**src/rtl/mouse_pkg.sv**
```systemverilog
// Shared types and protocol constants for the PS/2 mouse host controller.
package mouse_pkg;

  typedef enum logic [3:0] {
    INIT_WAIT,
    SEND_RESET,
    WAIT_RESET_SENT,
    WAIT_ACK,
    WAIT_SELFTEST,
    WAIT_ID,
    SEND_ENABLE,
    WAIT_ENABLE_SENT,
    WAIT_ENABLE_ACK,
    READ_STATUS,
    READ_DX,
    READ_DY,
    INTERRUPT
  } mouseState_t;

  localparam logic [7:0] CMD_RESET    = 8'hFF;
  localparam logic [7:0] CMD_ENABLE   = 8'hF4;
  localparam logic [7:0] RSP_ACK      = 8'hFA;
  localparam logic [7:0] RSP_SELFTEST = 8'hAA;
  localparam logic [7:0] RSP_ID       = 8'h00;
  localparam logic [1:0] ERR_NONE     = 2'b00;

  // States in which the receiver must be listening for a mouse byte.
  function automatic logic isReadState(input mouseState_t s);
    return (s == WAIT_ACK) || (s == WAIT_SELFTEST) || (s == WAIT_ID) ||
           (s == WAIT_ENABLE_ACK) || (s == READ_STATUS) ||
           (s == READ_DX) || (s == READ_DY);
  endfunction

endpackage

```
**src/rtl/mouse_master_sm_if.sv**
```systemverilog
// Signal bundle between the mouse host FSM, the PS/2 byte transceiver and
// the packet consumer.
interface mouse_master_sm_if;
  logic       SEND_BYTE;
  logic [7:0] BYTE_TO_SEND;
  logic       BYTE_SENT;
  logic       READ_ENABLE;
  logic [7:0] BYTE_READ;
  logic [1:0] BYTE_ERROR_CODE;
  logic       BYTE_READY;
  logic [7:0] MOUSE_STATUS;
  logic [7:0] MOUSE_DX;
  logic [7:0] MOUSE_DY;
  logic       SEND_INTERRUPT;

  modport master (
    output SEND_BYTE, BYTE_TO_SEND, READ_ENABLE,
    output MOUSE_STATUS, MOUSE_DX, MOUSE_DY, SEND_INTERRUPT,
    input  BYTE_SENT, BYTE_READ, BYTE_ERROR_CODE, BYTE_READY
  );

  modport slave (
    input  SEND_BYTE, BYTE_TO_SEND, READ_ENABLE,
    input  MOUSE_STATUS, MOUSE_DX, MOUSE_DY, SEND_INTERRUPT,
    output BYTE_SENT, BYTE_READ, BYTE_ERROR_CODE, BYTE_READY
  );
endinterface

```
**src/rtl/mouse_startup_timer.sv**
```systemverilog
// Power-up delay counter: done once count reaches CYCLES-1; saturates until cleared.
module mouse_startup_timer #(
  parameter int unsigned CYCLES = 1_000_000
) (
  input  logic CLK,
  input  logic RESET,
  input  logic clear,
  input  logic enable,
  output logic done
);

  localparam int unsigned CNT_W = (CYCLES > 1) ? $clog2(CYCLES) : 1;

  logic [CNT_W-1:0] count;

  assign done = (count == CNT_W'(CYCLES - 1));

  always_ff @(posedge CLK or negedge RESET) begin
    if (!RESET) begin
      count <= '0;
    end else if (clear) begin
      count <= '0;
    end else if (enable && !done) begin
      count <= count + 1'b1;
    end
  end

endmodule

```
**src/rtl/mouse_master_sm.sv**
```systemverilog
// PS/2 mouse host: power-up wait, reset/self-test/ID handshake, enable streaming,
// then assemble 3-byte packets and pulse SEND_INTERRUPT with the packet visible.
module mouse_master_sm
  import mouse_pkg::*;
#(
  parameter int unsigned INIT_WAIT_CYCLES = 1_000_000
) (
  input  logic              CLK,
  input  logic              RESET,
  mouse_master_sm_if.master bus
);

  mouseState_t state, nextState;
  logic [7:0]  byteToSendQ, byteToSendNxt;
  logic [7:0]  statusSh, statusShNxt;
  logic [7:0]  dxSh, dxShNxt;
  logic [7:0]  dySh, dyShNxt;
  logic [7:0]  statusQ, dxQ, dyQ;
  logic        loadPacket;
  logic        timerDone;
  logic        rxOk;

  mouse_startup_timer #(
    .CYCLES (INIT_WAIT_CYCLES)
  ) u_startup_timer (
    .CLK    (CLK),
    .RESET  (RESET),
    .clear  (state != INIT_WAIT),
    .enable (state == INIT_WAIT),
    .done   (timerDone)
  );

  assign rxOk = (bus.BYTE_ERROR_CODE == ERR_NONE);

  always_ff @(posedge CLK or negedge RESET) begin
    if (!RESET) begin
      state       <= INIT_WAIT;
      byteToSendQ <= '0;
      statusSh    <= '0;
      dxSh        <= '0;
      dySh        <= '0;
      statusQ     <= '0;
      dxQ         <= '0;
      dyQ         <= '0;
    end else begin
      state       <= nextState;
      byteToSendQ <= byteToSendNxt;
      statusSh    <= statusShNxt;
      dxSh        <= dxShNxt;
      dySh        <= dyShNxt;
      // DY is taken straight from the bus so all three change on the same edge.
      if (loadPacket) begin
        statusQ <= statusSh;
        dxQ     <= dxSh;
        dyQ     <= bus.BYTE_READ;
      end
    end
  end

  always_comb begin
    nextState     = state;
    byteToSendNxt = byteToSendQ;
    statusShNxt   = statusSh;
    dxShNxt       = dxSh;
    dyShNxt       = dySh;
    loadPacket    = 1'b0;

    unique case (state)
      INIT_WAIT: begin
        if (timerDone) begin
          nextState     = SEND_RESET;
          byteToSendNxt = CMD_RESET;
        end
      end
      SEND_RESET:      nextState = WAIT_RESET_SENT;
      WAIT_RESET_SENT: if (bus.BYTE_SENT) nextState = WAIT_ACK;
      WAIT_ACK: begin
        if (bus.BYTE_READY) begin
          nextState = (rxOk && bus.BYTE_READ == RSP_ACK) ? WAIT_SELFTEST : INIT_WAIT;
        end
      end
      WAIT_SELFTEST: begin
        if (bus.BYTE_READY) begin
          nextState = (rxOk && bus.BYTE_READ == RSP_SELFTEST) ? WAIT_ID : INIT_WAIT;
        end
      end
      WAIT_ID: begin
        if (bus.BYTE_READY) begin
          if (rxOk && bus.BYTE_READ == RSP_ID) begin
            nextState     = SEND_ENABLE;
            byteToSendNxt = CMD_ENABLE;
          end else begin
            nextState = INIT_WAIT;
          end
        end
      end
      SEND_ENABLE:      nextState = WAIT_ENABLE_SENT;
      WAIT_ENABLE_SENT: if (bus.BYTE_SENT) nextState = WAIT_ENABLE_ACK;
      WAIT_ENABLE_ACK: begin
        if (bus.BYTE_READY) begin
          nextState = (rxOk && bus.BYTE_READ == RSP_ACK) ? READ_STATUS : INIT_WAIT;
        end
      end
      READ_STATUS: begin
        // Bytes without the always-one bit 3 cannot start a packet: drop to resync.
        if (bus.BYTE_READY) begin
          if (!rxOk) begin
            nextState = INIT_WAIT;
          end else if (bus.BYTE_READ[3]) begin
            statusShNxt = bus.BYTE_READ;
            nextState   = READ_DX;
          end
        end
      end
      READ_DX: begin
        if (bus.BYTE_READY) begin
          if (rxOk) begin
            dxShNxt   = bus.BYTE_READ;
            nextState = READ_DY;
          end else begin
            nextState = INIT_WAIT;
          end
        end
      end
      READ_DY: begin
        if (bus.BYTE_READY) begin
          if (rxOk) begin
            dyShNxt    = bus.BYTE_READ;
            loadPacket = 1'b1;
            nextState  = INTERRUPT;
          end else begin
            nextState = INIT_WAIT;
          end
        end
      end
      INTERRUPT: nextState = READ_STATUS;
      default:   nextState = INIT_WAIT;
    endcase
  end

  assign bus.SEND_BYTE      = (state == SEND_RESET) || (state == SEND_ENABLE);
  assign bus.BYTE_TO_SEND   = byteToSendQ;
  assign bus.READ_ENABLE    = isReadState(state);
  assign bus.SEND_INTERRUPT = (state == INTERRUPT);
  assign bus.MOUSE_STATUS   = statusQ;
  assign bus.MOUSE_DX       = dxQ;
  assign bus.MOUSE_DY       = dyQ;

endmodule

```
**src/flat_wrapper.sv**
```systemverilog
// flat-port wrapper written by rule: the top's interface ports become plain ports
module mouse_master_sm_flat import mouse_pkg::*;
#(
  parameter int unsigned INIT_WAIT_CYCLES = 1_000_000
)
  (CLK, RESET, bus_SEND_BYTE, bus_BYTE_TO_SEND, bus_READ_ENABLE, bus_MOUSE_STATUS, bus_MOUSE_DX, bus_MOUSE_DY, bus_SEND_INTERRUPT, bus_BYTE_SENT, bus_BYTE_READ, bus_BYTE_ERROR_CODE, bus_BYTE_READY);
  mouse_master_sm_if bus_i ();
  input  logic CLK;
  input  logic RESET;
  output wire logic [$bits(bus_i.SEND_BYTE)-1:0] bus_SEND_BYTE;
  output wire logic [$bits(bus_i.BYTE_TO_SEND)-1:0] bus_BYTE_TO_SEND;
  output wire logic [$bits(bus_i.READ_ENABLE)-1:0] bus_READ_ENABLE;
  output wire logic [$bits(bus_i.MOUSE_STATUS)-1:0] bus_MOUSE_STATUS;
  output wire logic [$bits(bus_i.MOUSE_DX)-1:0] bus_MOUSE_DX;
  output wire logic [$bits(bus_i.MOUSE_DY)-1:0] bus_MOUSE_DY;
  output wire logic [$bits(bus_i.SEND_INTERRUPT)-1:0] bus_SEND_INTERRUPT;
  input wire logic [$bits(bus_i.BYTE_SENT)-1:0] bus_BYTE_SENT;
  input wire logic [$bits(bus_i.BYTE_READ)-1:0] bus_BYTE_READ;
  input wire logic [$bits(bus_i.BYTE_ERROR_CODE)-1:0] bus_BYTE_ERROR_CODE;
  input wire logic [$bits(bus_i.BYTE_READY)-1:0] bus_BYTE_READY;
  assign bus_SEND_BYTE = bus_i.SEND_BYTE;
  assign bus_BYTE_TO_SEND = bus_i.BYTE_TO_SEND;
  assign bus_READ_ENABLE = bus_i.READ_ENABLE;
  assign bus_MOUSE_STATUS = bus_i.MOUSE_STATUS;
  assign bus_MOUSE_DX = bus_i.MOUSE_DX;
  assign bus_MOUSE_DY = bus_i.MOUSE_DY;
  assign bus_SEND_INTERRUPT = bus_i.SEND_INTERRUPT;
  assign bus_i.BYTE_SENT = bus_BYTE_SENT;
  assign bus_i.BYTE_READ = bus_BYTE_READ;
  assign bus_i.BYTE_ERROR_CODE = bus_BYTE_ERROR_CODE;
  assign bus_i.BYTE_READY = bus_BYTE_READY;
  mouse_master_sm #(.INIT_WAIT_CYCLES(INIT_WAIT_CYCLES)) u_core (.CLK(CLK), .RESET(RESET), .bus(bus_i));
endmodule
```
**config.mk**
```make
export PLATFORM = sky130hd
export DESIGN_NAME = mouse_master_sm_flat
export DESIGN_NICKNAME = d
export VERILOG_FILES = /design/src/rtl/mouse_pkg.sv /design/src/rtl/mouse_master_sm_if.sv /design/src/rtl/mouse_startup_timer.sv /design/src/rtl/mouse_master_sm.sv /design/src/flat_wrapper.sv
export SDC_FILE = /design/constraint.sdc
export NUM_CORES = 1
export LEC_CHECK = 0
export CELL_PAD_IN_SITES_DETAIL_PLACEMENT = 0
export CELL_PAD_IN_SITES_GLOBAL_PLACEMENT = 2
export CORE_MARGIN = 2
export CORE_UTILIZATION = 39
export CTS_CLUSTER_SIZE = 24
export DETAILED_ROUTE_END_ITERATION = 8
export PLACE_DENSITY = 0.81
export SLEW_MARGIN = 20
export SYNTH_ARGS = -nofsm -noshare
export SYNTH_HDL_FRONTEND = slang
export SYNTH_SLANG_ARGS = --single-unit
export TNS_END_PERCENT = 5
```
**constraint.sdc**
```tcl
create_clock -name CLK -period 4.1 [get_ports CLK]
set_input_delay 0.82 -clock CLK [delete_from_list [all_inputs] [get_ports CLK]]
set_output_delay 0.82 -clock CLK [all_outputs]
set_load 0.01 [all_outputs]
```
[Word-level counts from Yosys, hierarchy flattened]
Index checks and enable logic that the tools add are counted.
Word-level totals
  output and inout port bits: 35
  input port bits: 14
  register bits: 72
  logic and storage cells: 86
Operators by class
  add/subtract/negate cells: 1
  equal/unequal tests: 27
  muxes and demuxes: 28
  reductions and logical operators: 22
Operator list (count)
  two-way mux 4 bit: 15
  case mux 4 bit (13 select lines): 1
  two-way mux 20 bit: 2
  two-way mux 8 bit: 3
  adder 20 x 1 -> 20 bit, second input constant: 1
  equality test 20 bit, second input constant: 1
  equality test 4 bit, second input constant: 5
  != test 2 bit, second input constant: 9
  equality test 4 x 3 -> 1 bit, second input constant: 4
  equality test 8 bit, second input constant: 2
  case mux 8 bit (2 select lines): 1
  AND reduction 11 bit: 1
  two-way mux 3 bit: 3
  equality test 4 x 2 -> 1 bit, second input constant: 2
  zero test 8 bit: 1
  AND reduction 4 bit: 2
  logical OR 1 bit: 7
  equality test 4 x 1 -> 1 bit, second input constant: 1
  logical AND 1 bit: 4
  zero test 4 bit: 1
  != test 2 x 1 -> 1 bit, second input constant: 2
  nonzero test 2 bit: 2
  nonzero test 4 bit: 1
  two-way mux 1 bit: 3
  other kinds (4): 4

[Longest topological paths before layout]
  word-level depth: 7
  depth in mapped cells: 6
  mapped depth without buffers: 6

[By module]
From an unflattened synthesis, not the netlist that was laid out.
Second synthesis, totals
  cell total of the unflattened synthesis: 287
  area total of the unflattened synthesis: 3275.6 µm²
Modules (own cells, without submodules)
  mouse_master_sm: seq. area each 1151.1 µm², area an instance 2177.1 µm², cells each 174, instances 1
  mouse_startup_timer: seq. area each 500.5 µm², area an instance 1098.6 µm², cells each 113, instances 1

[Worst setup path after synthesis]
OpenSTA, ideal clock, no wires.
  kind: input port to flip-flop
  start point: input bus_BYTE_ERROR_CODE[1]
  end point: register u_core.dxQ[0] (netlist: u_core.bus.MOUSE_DX[0])
  setup slack: 2111 ps
  stages on the path: 6
  data arrival time: 1864 ps
  path buffers: 2
  required time: 3975 ps
  cells stage by stage: nor3_4 > and3_1 > buf_4 > nand3_4 > buf_6 > mux2_4
On the way
  cells in the longest elaborated chain, start to end: 4
RTL lines
  start, declared: RTL line flat_wrapper.sv:19  | input wire logic [$bits(bus_i.BYTE_ERROR_CODE)-1:0] bus_BYTE_ERROR_CODE;
  zero test 2 bit: RTL line mouse_master_sm.sv:33  | assign rxOk = (bus.BYTE_ERROR_CODE == ERR_NONE);
  two-way mux 1 bit: RTL line mouse_master_sm.sv:127  | if (rxOk) begin
  two-way mux 1 bit: RTL line mouse_master_sm.sv:126  | if (bus.BYTE_READY) begin
  two-way mux 1 bit: RTL line mouse_master_sm.sv:68  | unique case (state)
  end signal, assigned: RTL line mouse_master_sm.sv:54  | dxQ <= dxSh;
  end, declared: RTL line mouse_master_sm.sv:18  | logic [7:0] statusQ, dxQ, dyQ;
Every way passes these cells.
A chain may end at the register's enable or synchronous reset.

[Worst setup path in the final report]
  start point: register u_core.state[0]
  end point: output bus_SEND_BYTE
On the way
  cells in the longest elaborated chain, start to end: 2
  elaborated cells on any way between the ends: 3
RTL lines
  start, declared: RTL line mouse_master_sm.sv:13  | mouseState_t state, nextState;
  start signal, assigned: RTL line mouse_master_sm.sv:46  | state <= nextState;
  equality test 4 x 1 -> 1 bit / equality test 4 x 3 -> 1 bit (equally long branches): RTL line mouse_master_sm.sv:141  | assign bus.SEND_BYTE = (state == SEND_RESET) || (state == SEND_ENABLE);
  logical OR 1 bit *: RTL line mouse_master_sm.sv:141
  end, declared: RTL line flat_wrapper.sv:10  | output wire logic [$bits(bus_i.SEND_BYTE)-1:0] bus_SEND_BYTE;
Every way passes the cells marked *; elsewhere a longest branch is shown, timed or not.

==> impl_metrics.toml <==
[run_status]
status = "complete, no violations"

[worst_setup_path]
critPathSlowestCell = "dfrtp_1"
crit_path_end_kind = "primary output"
reg2reg_slack_ps = 1870
crit_chain = "nand2b_1 > nor2_1 > a21oi_1 > nor2_1 > clkdlybuf4s50_1"
cp.required_ps = 3280
crit_fanout = 14
rr_startpoint = "u_core.state[0]$_DFFE_PN0P_"
path_class = "reg2out"
cp_top_family = "flip-flops"
crit_buf_inv = 1
critPathArrivalTime_ps = 2060
cpMostUsedCell = "nor2_1"
crit_path_max_incr_delay_ps = 660
regToRegEndpoint = "u_core.state[0]$_DFFE_PN0P_"
reg2reg_depth = 4
start_kind = "flip-flop"
path_depth = 5
startpoint = "u_core.state[0]$_DFFE_PN0P_"

[power]
p_sw_frac = 0.240
ir_worst_vdd_v = 0.000172
switching_power_mw = 0.279
combPwrFrac = 0.031
seq_power_share = 0.559
internal_power_mw = 0.884
p_leak_nw = 1.83
cellPowerDensity_mw_per_mm2 = 300
pwr-share-clk = 0.409
report.power.total_mw = 1.16

[layout]
drive_gt1_frac = 0.234
stdcell_count = 413
syn2layout_area_growth_pct = 20.4
fin_area_mm2 = 0.00387
layout_commonest_cell = "dfrtp_1"
antenna_cells = 0
nNetsFinal = 318
layout_common_cells = "dfrtp_1 (66), clkdlybuf4s50_1 (47), nor2_1 (28), mux2_2 (22), mux2_4 (20)"

[floorplanning]
die_width_um = 94.8
boundaryPins = 49
row_count = 33
die_h_um = 94.8
start_util = 0.397
dieArea_mm2 = 0.00898
core_mm2 = 0.00809

[clock_network]
cts_buffers = 9
cts_tree = "done"
htree_levels = 3
cts.sinks = 66
cts_hold_buf = 0
ctsResizeCount = 0
cts_max_path_buffers = 2
clk_latency_ps = 330
root_buffer = "clkbuf_8"
post_cts_buffers = 0
clkSlewWorstSetupHoldPaths_ps = 80

[routing]
postRouteAntennaNets = 0
vias = 2087
drc = 0
via_per_inst = 5.05
drt_iter0_drc = 70
wire_per_inst_um = 15.2
firstDrtPassIters = 4
wirelength_um = 6260

[logic_synthesis]
synth_area_per_cell_um2 = 12.5
synth-simple-area-share = 0.174
synth_nets = 273
postSynthCellCount = 258
synth-seq-cells = 66
async_reset_ff_frac = 1.00
synth_fa_ha_area_frac = 0.00389
synth_top_family_by_area = "multiplexers"
synth_warnings = 0
synth_cell_type_count = 47
synth_edf_count = 0
yosysSeqAreaShare = 0.514
synthMuxAreaShare = 0.177
synth-compound-area-share = 0.0401
synthFlopType = "dfrtp_1"
synth_xor_area_frac = 0.0491
syn-cell-area_mm2 = 0.00321

[sta]
fmax_mhz = 348
layout_min_cycle_time_ps = 2880
slew_headroom = 0.498
hold_viol = 0
slew_viol_final = 0
rsz0062_at_grt = "false"
clock_skew_ps = 11.4
setup_tns_ps = 0
setup_violations = 0
worst_slew_pin_slew_ps = 751
post-route-period-util = 0.702

[global_route]
antenna_found_initial = 0
grt_pass1_wl_um = 10800
grt_pass1_vias = 2159
grt_start_max_net_pins = 47
grt.overflow.total = 0
grt_use_total = 0.155

[placed_design]
hpwl_um = 4250
place.gp.congestion = 0.723
portBuffers = 48
dp_cells = 397
placed_area_mm2 = 0.00370

[job]
drv_cap = 0

[hold_path]
hold_path_class = "in2async"
cell families (layout without fill, tap and decap cells):
| group | after synthesis | in the layout |
|---|---|---|
| compound gates | 18 | 18 |
| buf+inv | 16 | 66 |
| simple gates | 95 | 95 |
| fa+ha+maj | 1 | 1 |
| mux | 44 | 44 |
| xor+xnor | 18 | 18 |
| flops | 66 | 66 |
per-stage QoR:
stage	util	hold WS [ps]	setup slack [ps]
after floorplan	-	435	2110
after global placement	0.457	450	1330
after detailed placement	0.457	461	1300
after CTS	0.478	446	1200
after global routing	0.478	464	1090
final	0.478	444	1220
synth_stat cells, types with 2 or more instances:
master    number  area (µm²)
xnor2_1        3        26.3
o211ai_1       2        15.0
nand2_1       15        56.3
mux2_4        20         300
nand4_1        9        56.3
nand3_1        8        40.0
nor4_2         2        25.0
nor3_1         2        10.0
nor2b_1        3        18.8
and2_1         2        12.5
or3_1          3        18.8
dfrtp_1       66        1650
o21ai_0        4        20.0
nor2_1        28         105
nor4bb_1       2        20.0
clkbuf_8       2        27.5
xor2_1        15         131
a21oi_1        4        20.0
and3_1         5        31.3
buf_4          8        60.1
mux2_2        22         248
buf_6          3        33.8
nand2b_1       3        18.8
nor3_4         2        32.5
nand3b_1       2        15.0
clkbuf_1       2        7.51
registers in the layout, indices dropped and copies added, names as in the netlist:
name	cells
u_core.statusSh	8
u_core.dxSh	8
u_core.bus.BYTE_TO_SEND	2
u_core.bus.MOUSE_DY	8
u_core.bus.MOUSE_STATUS	8
u_core.state	4
u_core.bus.MOUSE_DX	8
u_core.u_startup_timer.count	20
how the worst max path moves through the flow:
| stage | slack [ps] | endpoint |
|---|---|---|
| floorplan | 2110 | u_core.bus.MOUSE_DX[0]$_DFFE_PN0P_ |
| global placement | 1330 | u_core.bus.MOUSE_DX[3]$_DFFE_PN0P_ |
| detailed placement | 1300 | u_core.bus.MOUSE_STATUS[1]$_DFFE_PN0P_ |
| CTS | 1200 | bus_SEND_BYTE |
| global route | 1090 | bus_SEND_BYTE |
| finish | 1220 | bus_SEND_BYTE |
power by group through the flow:
stage	clock, mW	sequential (mW)	combinational (mW)
after global routing	0.526	0.650	0.0407
after detailed placement	0	0.663	0.0379
final	0.476	0.651	0.0363
after CTS	0.494	0.650	0.0380
after global placement	0	0.663	0.0376
after floorplan	0	0.663	0.00367
routing by layer:
metal,track usage,vias up,wire length [µm]
met5,0,-,0
met4,0.0580,0,98
met3,0.0247,8,126
met2,0.243,33,2830
met1,0.216,1048,3200
li1,-,998,-
layout make-up:
class                           count  area [µm²]
Fill cell                         786        4220
Multi-Input combinational cell    176        1430
Clock inverter                      6        43.8
Inverter                            1        3.75
Timing Repair Buffer               49         483
Clock buffer                       10         128
Sequential cell                    66        1650
Tap cell                          105         131
(Power assumes the default switching activity.)
